==> src/rtl/rfifo_fwft_if.sv <==
// Read-side stream interface for rfifo_fwft: FIFO read port (rempty/rdata/rinc)
// plus the first-word-fall-through valid/ready output stream.
interface rfifo_fwft_if #(
    parameter int DATA_SIZE = 8
);
    logic                 rempty;
    logic [DATA_SIZE-1:0] rdata;
    logic                 rinc;
    logic [DATA_SIZE-1:0] rdout;
    logic                 rvalid;
    logic                 rready;

    modport master (
        input  rempty,
        input  rdata,
        input  rready,
        output rinc,
        output rdout,
        output rvalid
    );

    modport slave (
        output rempty,
        output rdata,
        output rready,
        input  rinc,
        input  rdout,
        input  rvalid
    );
endinterface

==> src/rtl/rfifo_fwft.sv <==
// Async FIFO read-domain output stage: 2-entry (head + skid) FWFT buffer.
// Optional saturating stall counter enabled by macro RFIFO_STALL_CNT_EN.
module rfifo_fwft #(
    parameter int DATA_SIZE   = 8,
    parameter int STALL_CNT_W = 16
) (
    input  logic                   rclk,
    input  logic                   rrst_n,
    rfifo_fwft_if.master           rif
`ifdef RFIFO_STALL_CNT_EN
    ,
    output logic [STALL_CNT_W-1:0] rstall_cnt
`endif
);

    typedef enum logic [1:0] {
        OCC0 = 2'd0,
        OCC1 = 2'd1,
        OCC2 = 2'd2
    } occ_e;

    occ_e                 occ_q, occ_d;
    logic                 rvalid_q, rvalid_d;
    logic [DATA_SIZE-1:0] head_q, head_d;
    logic [DATA_SIZE-1:0] skid_q, skid_d;
    logic                 push;
    logic                 pop;

    // The read request only looks at registered state, so rready never reaches rinc.
    assign push       = rrst_n && !rif.rempty && (occ_q != OCC2);
    assign pop        = rvalid_q && rif.rready;
    assign rif.rinc   = push;
    assign rif.rdout  = head_q;
    assign rif.rvalid = rvalid_q;

    always_comb begin
        occ_d  = occ_q;
        head_d = head_q;
        skid_d = skid_q;
        case (occ_q)
            OCC0: begin
                if (push) begin
                    head_d = rif.rdata;
                    occ_d  = OCC1;
                end
            end
            OCC1: begin
                if (push && !pop) begin
                    skid_d = rif.rdata;
                    occ_d  = OCC2;
                end else if (push && pop) begin
                    head_d = rif.rdata;
                end else if (pop) begin
                    occ_d  = OCC0;
                end
            end
            OCC2: begin
                if (pop) begin
                    head_d = skid_q;
                    occ_d  = OCC1;
                end
            end
            default: begin
                occ_d = OCC0;
            end
        endcase
        rvalid_d = (occ_d != OCC0);
    end

    always_ff @(posedge rclk or negedge rrst_n) begin
        if (!rrst_n) begin
            occ_q    <= OCC0;
            rvalid_q <= 1'b0;
            head_q   <= '0;
            skid_q   <= '0;
        end else begin
            occ_q    <= occ_d;
            rvalid_q <= rvalid_d;
            head_q   <= head_d;
            skid_q   <= skid_d;
        end
    end

`ifdef RFIFO_STALL_CNT_EN
    logic [STALL_CNT_W-1:0] stall_cnt_q, stall_cnt_d;

    // Counts cycles where a word is offered but refused; sticks at all-ones.
    always_comb begin
        stall_cnt_d = stall_cnt_q;
        if (rvalid_q && !rif.rready && (stall_cnt_q != {STALL_CNT_W{1'b1}})) begin
            stall_cnt_d = stall_cnt_q + STALL_CNT_W'(1);
        end
    end

    always_ff @(posedge rclk or negedge rrst_n) begin
        if (!rrst_n) begin
            stall_cnt_q <= '0;
        end else begin
            stall_cnt_q <= stall_cnt_d;
        end
    end

    assign rstall_cnt = stall_cnt_q;
`endif

endmodule

==> src/flat_wrapper.sv <==
// flat-port wrapper written by rule: the top's interface ports become plain ports
module rfifo_fwft_flat 
#(
    parameter int DATA_SIZE   = 8,
    parameter int STALL_CNT_W = 16
)
  (rclk, rrst_n, rif_rempty, rif_rdata, rif_rready, rif_rinc, rif_rdout, rif_rvalid);
  rfifo_fwft_if #(.DATA_SIZE(DATA_SIZE)) rif_i ();
  input  logic rclk;
  input  logic rrst_n;
  input wire logic [$bits(rif_i.rempty)-1:0] rif_rempty;
  input wire logic [$bits(rif_i.rdata)-1:0] rif_rdata;
  input wire logic [$bits(rif_i.rready)-1:0] rif_rready;
  output wire logic [$bits(rif_i.rinc)-1:0] rif_rinc;
  output wire logic [$bits(rif_i.rdout)-1:0] rif_rdout;
  output wire logic [$bits(rif_i.rvalid)-1:0] rif_rvalid;
  assign rif_i.rempty = rif_rempty;
  assign rif_i.rdata = rif_rdata;
  assign rif_i.rready = rif_rready;
  assign rif_rinc = rif_i.rinc;
  assign rif_rdout = rif_i.rdout;
  assign rif_rvalid = rif_i.rvalid;
  rfifo_fwft #(.DATA_SIZE(DATA_SIZE), .STALL_CNT_W(STALL_CNT_W)) u_core (.rclk(rclk), .rrst_n(rrst_n), .rif(rif_i));
endmodule
==> config.mk <==
export PLATFORM = sky130hd
export DESIGN_NAME = rfifo_fwft_flat
export DESIGN_NICKNAME = d
export VERILOG_FILES = /design/src/rtl/rfifo_fwft_if.sv /design/src/rtl/rfifo_fwft.sv /design/src/flat_wrapper.sv
export SDC_FILE = /design/constraint.sdc
export NUM_CORES = 1
export LEC_CHECK = 0
export ABC_AREA = 1
export BUFFER_PORTS_ARGS = -buffer_cell sky130_fd_sc_hd__buf_2
export CAP_MARGIN = 20
export CORE_ASPECT_RATIO = 0.9
export CORE_MARGIN = 2
export CORE_UTILIZATION = 40
export DETAILED_ROUTE_END_ITERATION = 10
export HOLD_SLACK_MARGIN = 0.06
export PLACE_DENSITY = 0.61
export SETUP_SLACK_MARGIN = 0.3
export SYNTH_ARGS = -nofsm -noshare
export SYNTH_HDL_FRONTEND = slang
export SYNTH_SLANG_ARGS = --single-unit
==> constraint.sdc <==
create_clock -name rclk -period 2.18 [get_ports rclk]
set_input_delay 0.218 -clock rclk [delete_from_list [all_inputs] [get_ports rclk]]
set_output_delay 0.218 -clock rclk [all_outputs]
set_load 0.02 [all_outputs]
# Word-level counts from Yosys, hierarchy flattened
# Index checks and enable logic that the tools add are counted.
classes:
  eq_ne: 7
  n_mux: 11
  reduce_logical: 12
op_table:
  columns: ["operator", "n"]
  rows:
  - ["$mux 8", 4]
  - ["$pmux 8 s3", 1]
  - ["$mux 2", 5]
  - ["$ne 2x1->1 const B", 3]
  - ["$pmux 2 s3", 1]
  - ["$logic_and 1x1->1", 5]
  - ["$reduce_and 5->1", 1]
  - ["$ne 2x2->1 const B", 2]
  - ["$reduce_bool 3->1", 1]
  - ["$eq 2x1->1 const B", 1]
  - ["$eq 2x2->1 const B", 1]
  - ["$logic_not 1->1", 2]
  - ["$logic_not 2->1", 1]
  - ["$reduce_and 2->1", 1]
  - ["$reduce_bool 2->1", 1]
totals:
  register_bits: 19
  inputBits: 12
  out_inout_bits: 10
  wordCells: 34

# Depth between registers and ports, before layout
logic_depth:
  depth_word: 8
  depth_mapped: 7
  depth_no_buf: 6

# Worst setup path after synthesis
# OpenSTA, ideal clock, no wires.
synth_timing:
  path_type: "register -> register"
  start: "register u_core.occ_q[1]"
  end: "register u_core.head_q[0], in the netlist u_core.rif.rdout[0]"
  setup_ns: 0.118
  arrival_ns: 1.096
  required_time_ns: 2.062
  setup_slack_ns: 0.966
  stages_incl_launch_ff: 6
  path_buffers: 1
  synth_period_minus_slack_ns: 1.214
  path_cell_list: "dfrtp_1 clkbuf_2 o21ai_2 nand3_2 nand2_1 nand2_1"
synth_via:
  elab_chain_cells: 5
  word_cells_on_any_way: 14
  cone_classes: "eq/ne: 7; mux: 1; reduce/logical: 6"
synth_rtl:
  columns: ["element", "line", "text"]
  rows:
  - ["start: declaration", "rfifo_fwft.sv:22", "occ_e occ_q, occ_d;"]
  - ["start signal: assignment", "rfifo_fwft.sv:72", "occ_q <= OCC0;"]
  - ["start signal: assignment", "rfifo_fwft.sv:77", "occ_q <= occ_d;"]
  - ["$ne 2x2->1", "rfifo_fwft.sv:30", "assign push = rrst_n && !rif.rempty && (occ_q != OCC2);"]
  - ["$logic_and 1x1->1", "rfifo_fwft.sv:30", null]
  - ["$logic_and 1x1->1, on equally long branches", "rfifo_fwft.sv:48, rfifo_fwft.sv:51", null]
  - ["$ne 2x2->1 (no line) or $ne 2x1->1 (tied branches)", null, null]
  - ["$reduce_and 5->1 (no line)", null, null]
  - ["end signal: assignment", "rfifo_fwft.sv:74", "head_q <= '0;"]
  - ["end signal: assignment", "rfifo_fwft.sv:79", "head_q <= head_d;"]
  - ["end: declaration", "rfifo_fwft.sv:24", "logic [DATA_SIZE-1:0] head_q, head_d;"]
# Parallel ways exist; a longest one is shown, timed or not.
# A chain may end at the register's enable or synchronous reset.

# Final worst setup path
layout_timing:
  start: "register u_core.occ_q[1]"
  end: "output rif_rinc"
layout_via:
  elab_chain_cells: 2
layout_rtl:
  columns: ["element", "line", "text"]
  rows:
  - ["$ne 2x2->1", "rfifo_fwft.sv:30", null]
  - ["$logic_and 1x1->1", "rfifo_fwft.sv:30", null]
  - ["end: declaration", "flat_wrapper.sv:14", "output wire logic [$bits(rif_i.rinc)-1:0] rif_rinc;"]
# No other way between the ends.

==> impl_metrics.py <==
metrics = {
    "min_path": {
        "hold_path_class": "in2reg",
        "hold_depth": 3,
    },
    "timing": {
        "finClkSkew_ps": 19.2,
        "fmax_ghz": 0.579,
        "hold_violations": 0,
        "slew_viol_final": 0,
        "finalCritPeriodShare_pct": 79.3,
        "rsz0062_at_grt": "false",
        "tightest_slew_ps": 499,
        "totalNegativeSetupSlack_ps": 0,
        "finalCriticalPeriod_ps": 1730,
        "slew-limit-headroom_pct": 66.5,
        "timing.final.ws_setup_ps": 452,
        "finalSetupViolCount": 0,
    },
    "layout": {
        "regArea_um2": 475,
        "nNetsFinal": 153,
        "multiInputGateArea_um2": 389,
        "drive_gt1_share_pct": 28.6,
        "syn_to_final_growth_pct": 18.1,
        "diodes": 0,
        "layout.cells.non_filler": 167,
        "nFillCells": 225,
    },
    "outcome": {
        "status": "finished clean",
    },
    "critical_path": {
        "end_kind": "output pin",
        "worst-path-max-fanout": 10,
        "crit_path_start_kind": "register",
        "critPathKind": "reg2out",
        "startpoint": "u_core.occ_q[1]",
        "cp_slowest_cell": "dfrtp_1",
        "required_ps": 1960,
        "critPathBufInv": 2,
        "slowest_delay_ps": 500,
        "reg2reg_slack_ps": 740,
        "crit_cells": 4,
        "worstSetupEndpoint": "rif_rinc",
        "r2r-end": "u_core.skid_q[6]",
        "path_cells": "inv_1, nor2_2, nor2_1, buf_2",
        "r2r_cells": 5,
        "r2r_start": "u_core.occ_q[0]",
        "crit_arrival_ps": 1510,
        "cpLargestDelayFamily": "flip-flops",
    },
    "clock_network": {
        "clkTransAtPathRegs_ps": 120,
        "clk_path_buf_depth": 2,
        "cts_tree": "done",
        "cts_root_buf": "clkbuf_4",
        "clk_latency_ps": 310,
        "cts_buffers": 3,
        "htreeDepth": 1,
        "clock-sinks": 19,
        "cts_resized": 0,
    },
    "power_and_ir_drop": {
        "p_int_mw": 0.808,
        "p_leak_nw": 0.638,
        "ir_drop_uv": 690,
        "swShare_pct": 44.4,
        "seqPwrFrac_pct": 43.6,
        "power.clock.fraction_pct": 12.6,
        "p_per_area_mw_per_mm2": 1330,
        "switchingPower_mw": 0.645,
        "comb_power_share_pct": 43.8,
    },
    "grt": {
        "grt_start_max_net_pins": 19,
        "grt_pass1_wl_um": 3330,
        "antenna_found_initial": 0,
        "grt_pass1_vias": 790,
        "grt-ovfl-total": 0,
        "gr-usage-all-layers_pct": 17.3,
    },
    "die": {
        "fp.dieW_um": 54.7,
        "dieArea_mm2": 0.00272,
        "initial_core_util_pct": 42.4,
        "core_area_mm2": 0.00218,
        "die_y_um": 49.6,
        "io_pins": 22,
        "num_rows": 16,
    },
    "placed_design": {
        "pre_cts_ws_ps": 794,
        "io_buffer_count": 21,
        "placedCellCount": 162,
        "detailed_place_hpwl_um": 1460,
        "gp_congestion": 0.742,
    },
    "flow_run": {
        "maxCapViolations": 0,
    },
    "routing": {
        "first_pass_iters": 4,
        "drcViolationCount": 0,
        "drt_iter0_drc": 15,
        "wl_per_cell_um": 12.1,
        "totalWireLength_um": 2020,
        "ant_nets": 0,
        "avgViaCountPerCell": 4.77,
        "num_vias": 796,
    },
    "synthesis": {
        "syn_inst": 115,
        "yosysSeqAreaShare_pct": 51.4,
        "netlist_area_um2": 926,
        "synth-seq-cells": 19,
        "yosysUniqueCellTypes": 13,
        "syn_avg_cell_area_um2": 8.05,
        "ys_warn_count": 0,
        "syn-num-nets": 127,
    },
}
## cell usage after synthesis
cell	instances	area [µm²]
nand2_2	1	6.26
nor2_2	2	12.5
nand2_1	55	206
nand4_1	2	12.5
clkbuf_2	1	5.00
buf_6	1	11.3
nand3_1	8	40.0
dfrtp_1	19	475
nor2_1	2	7.51
o21ai_2	9	78.8
inv_1	12	45.0
o21ai_1	1	5.00
nand3_2	2	20.0
## kinds of logic (layout without fill, tap and decap cells)
group / Yosys count / after routing / share of synthesized area [%]
DFF: 19 / 19 / 51.4
buffers and inverters: 14 / 39 / 6.62
and+or+nand+nor: 72 / 72 / 33.0
AOI/OAI and AO/OA: 10 / 10 / 9.05
## cell type report
cell class,instances,share of cell area [%]
flip-flops and latches,19,43.5
multi-input cells,82,35.6
repair buffers,23,11.2
inverters,12,4.12
well taps,27,3.09
clock buffers,3,2.06
clock inverters,1,0.458
## power groups by stage
stage / clock network, mW / logic [mW] / registers, mW
floorplan: 0 / 0.388 / 0.704
global placement: 0 / 0.632 / 0.625
detailed placement: 0 / 0.643 / 0.635
CTS: 0.192 / 0.648 / 0.630
global route: 0.207 / 0.719 / 0.648
finish: 0.183 / 0.637 / 0.634
## metal layers
| layer | vias to the layer above | routed length [µm] | global-route usage, % |
|---|---|---|---|
| met5 | - | 0 | 0 |
| li1 | 408 | - | - |
| met4 | 0 | 17 | 3.75 |
| met1 | 363 | 887 | 19.9 |
| met3 | 2 | 113 | 6.97 |
| met2 | 23 | 1000 | 29.2 |
## sequential cells by signal, summed over array words and instances (netlist names)
name               cells
u_core.rif.rdout       8
u_core.rif.rvalid      1
u_core.occ_q           2
u_core.skid_q          8
## per-stage QoR
step           util [%]  power (mW)  cell area, µm²  hold slack [ps]
2_1_floorplan         -        1.09             926            -77.6
3_3_place_gp       48.4        1.26            1060             30.2
3_5_place_dp       48.4        1.28            1060             39.1
4_1_cts            50.1        1.47            1090              140
5_1_grt            50.1        1.57            1090              141
6_report           50.1        1.45            1090              143
## tightest hold or removal path: cells and delay by family
kind	cells	cell delay, ps
AOI/OAI and AO/OA	1	50
buffers and inverters	2	160
## how the worst min path moves through the flow
stage / startpoint / slack (ps) / to
2_1_floorplan: rrst_n / -80 / u_core.occ_q[0]
5_1_grt: rif_rdata[1] / 140 / u_core.skid_q[1]
6_report: rif_rdata[3] / 140 / u_core.skid_q[3]
3_5_place_dp: rrst_n / 40 / u_core.occ_q[1]
3_3_place_gp: rrst_n / 30 / u_core.occ_q[1]
4_1_cts: rif_rdata[1] / 140 / u_core.skid_q[1]
## placed cells by master, fill, tap and decap left out, types with 2 or more instances in the layout
cell and instances:
clkbuf_4 3, nor2_2 2, buf_2 21, nand2_1 55
o21ai_2 9, nor2_1 2, inv_1 12, nand3_1 8
nand4_1 2, nand3_2 2, dfrtp_1 19
## timing repair
item / CTS / global route
setup buffers: 0 / 0
endpoints found under the setup margin: 0 / 0
hold endpoints to repair: 19 / 0
hold buffers: 1 / 0
Power figures use the tool's default switching activity.
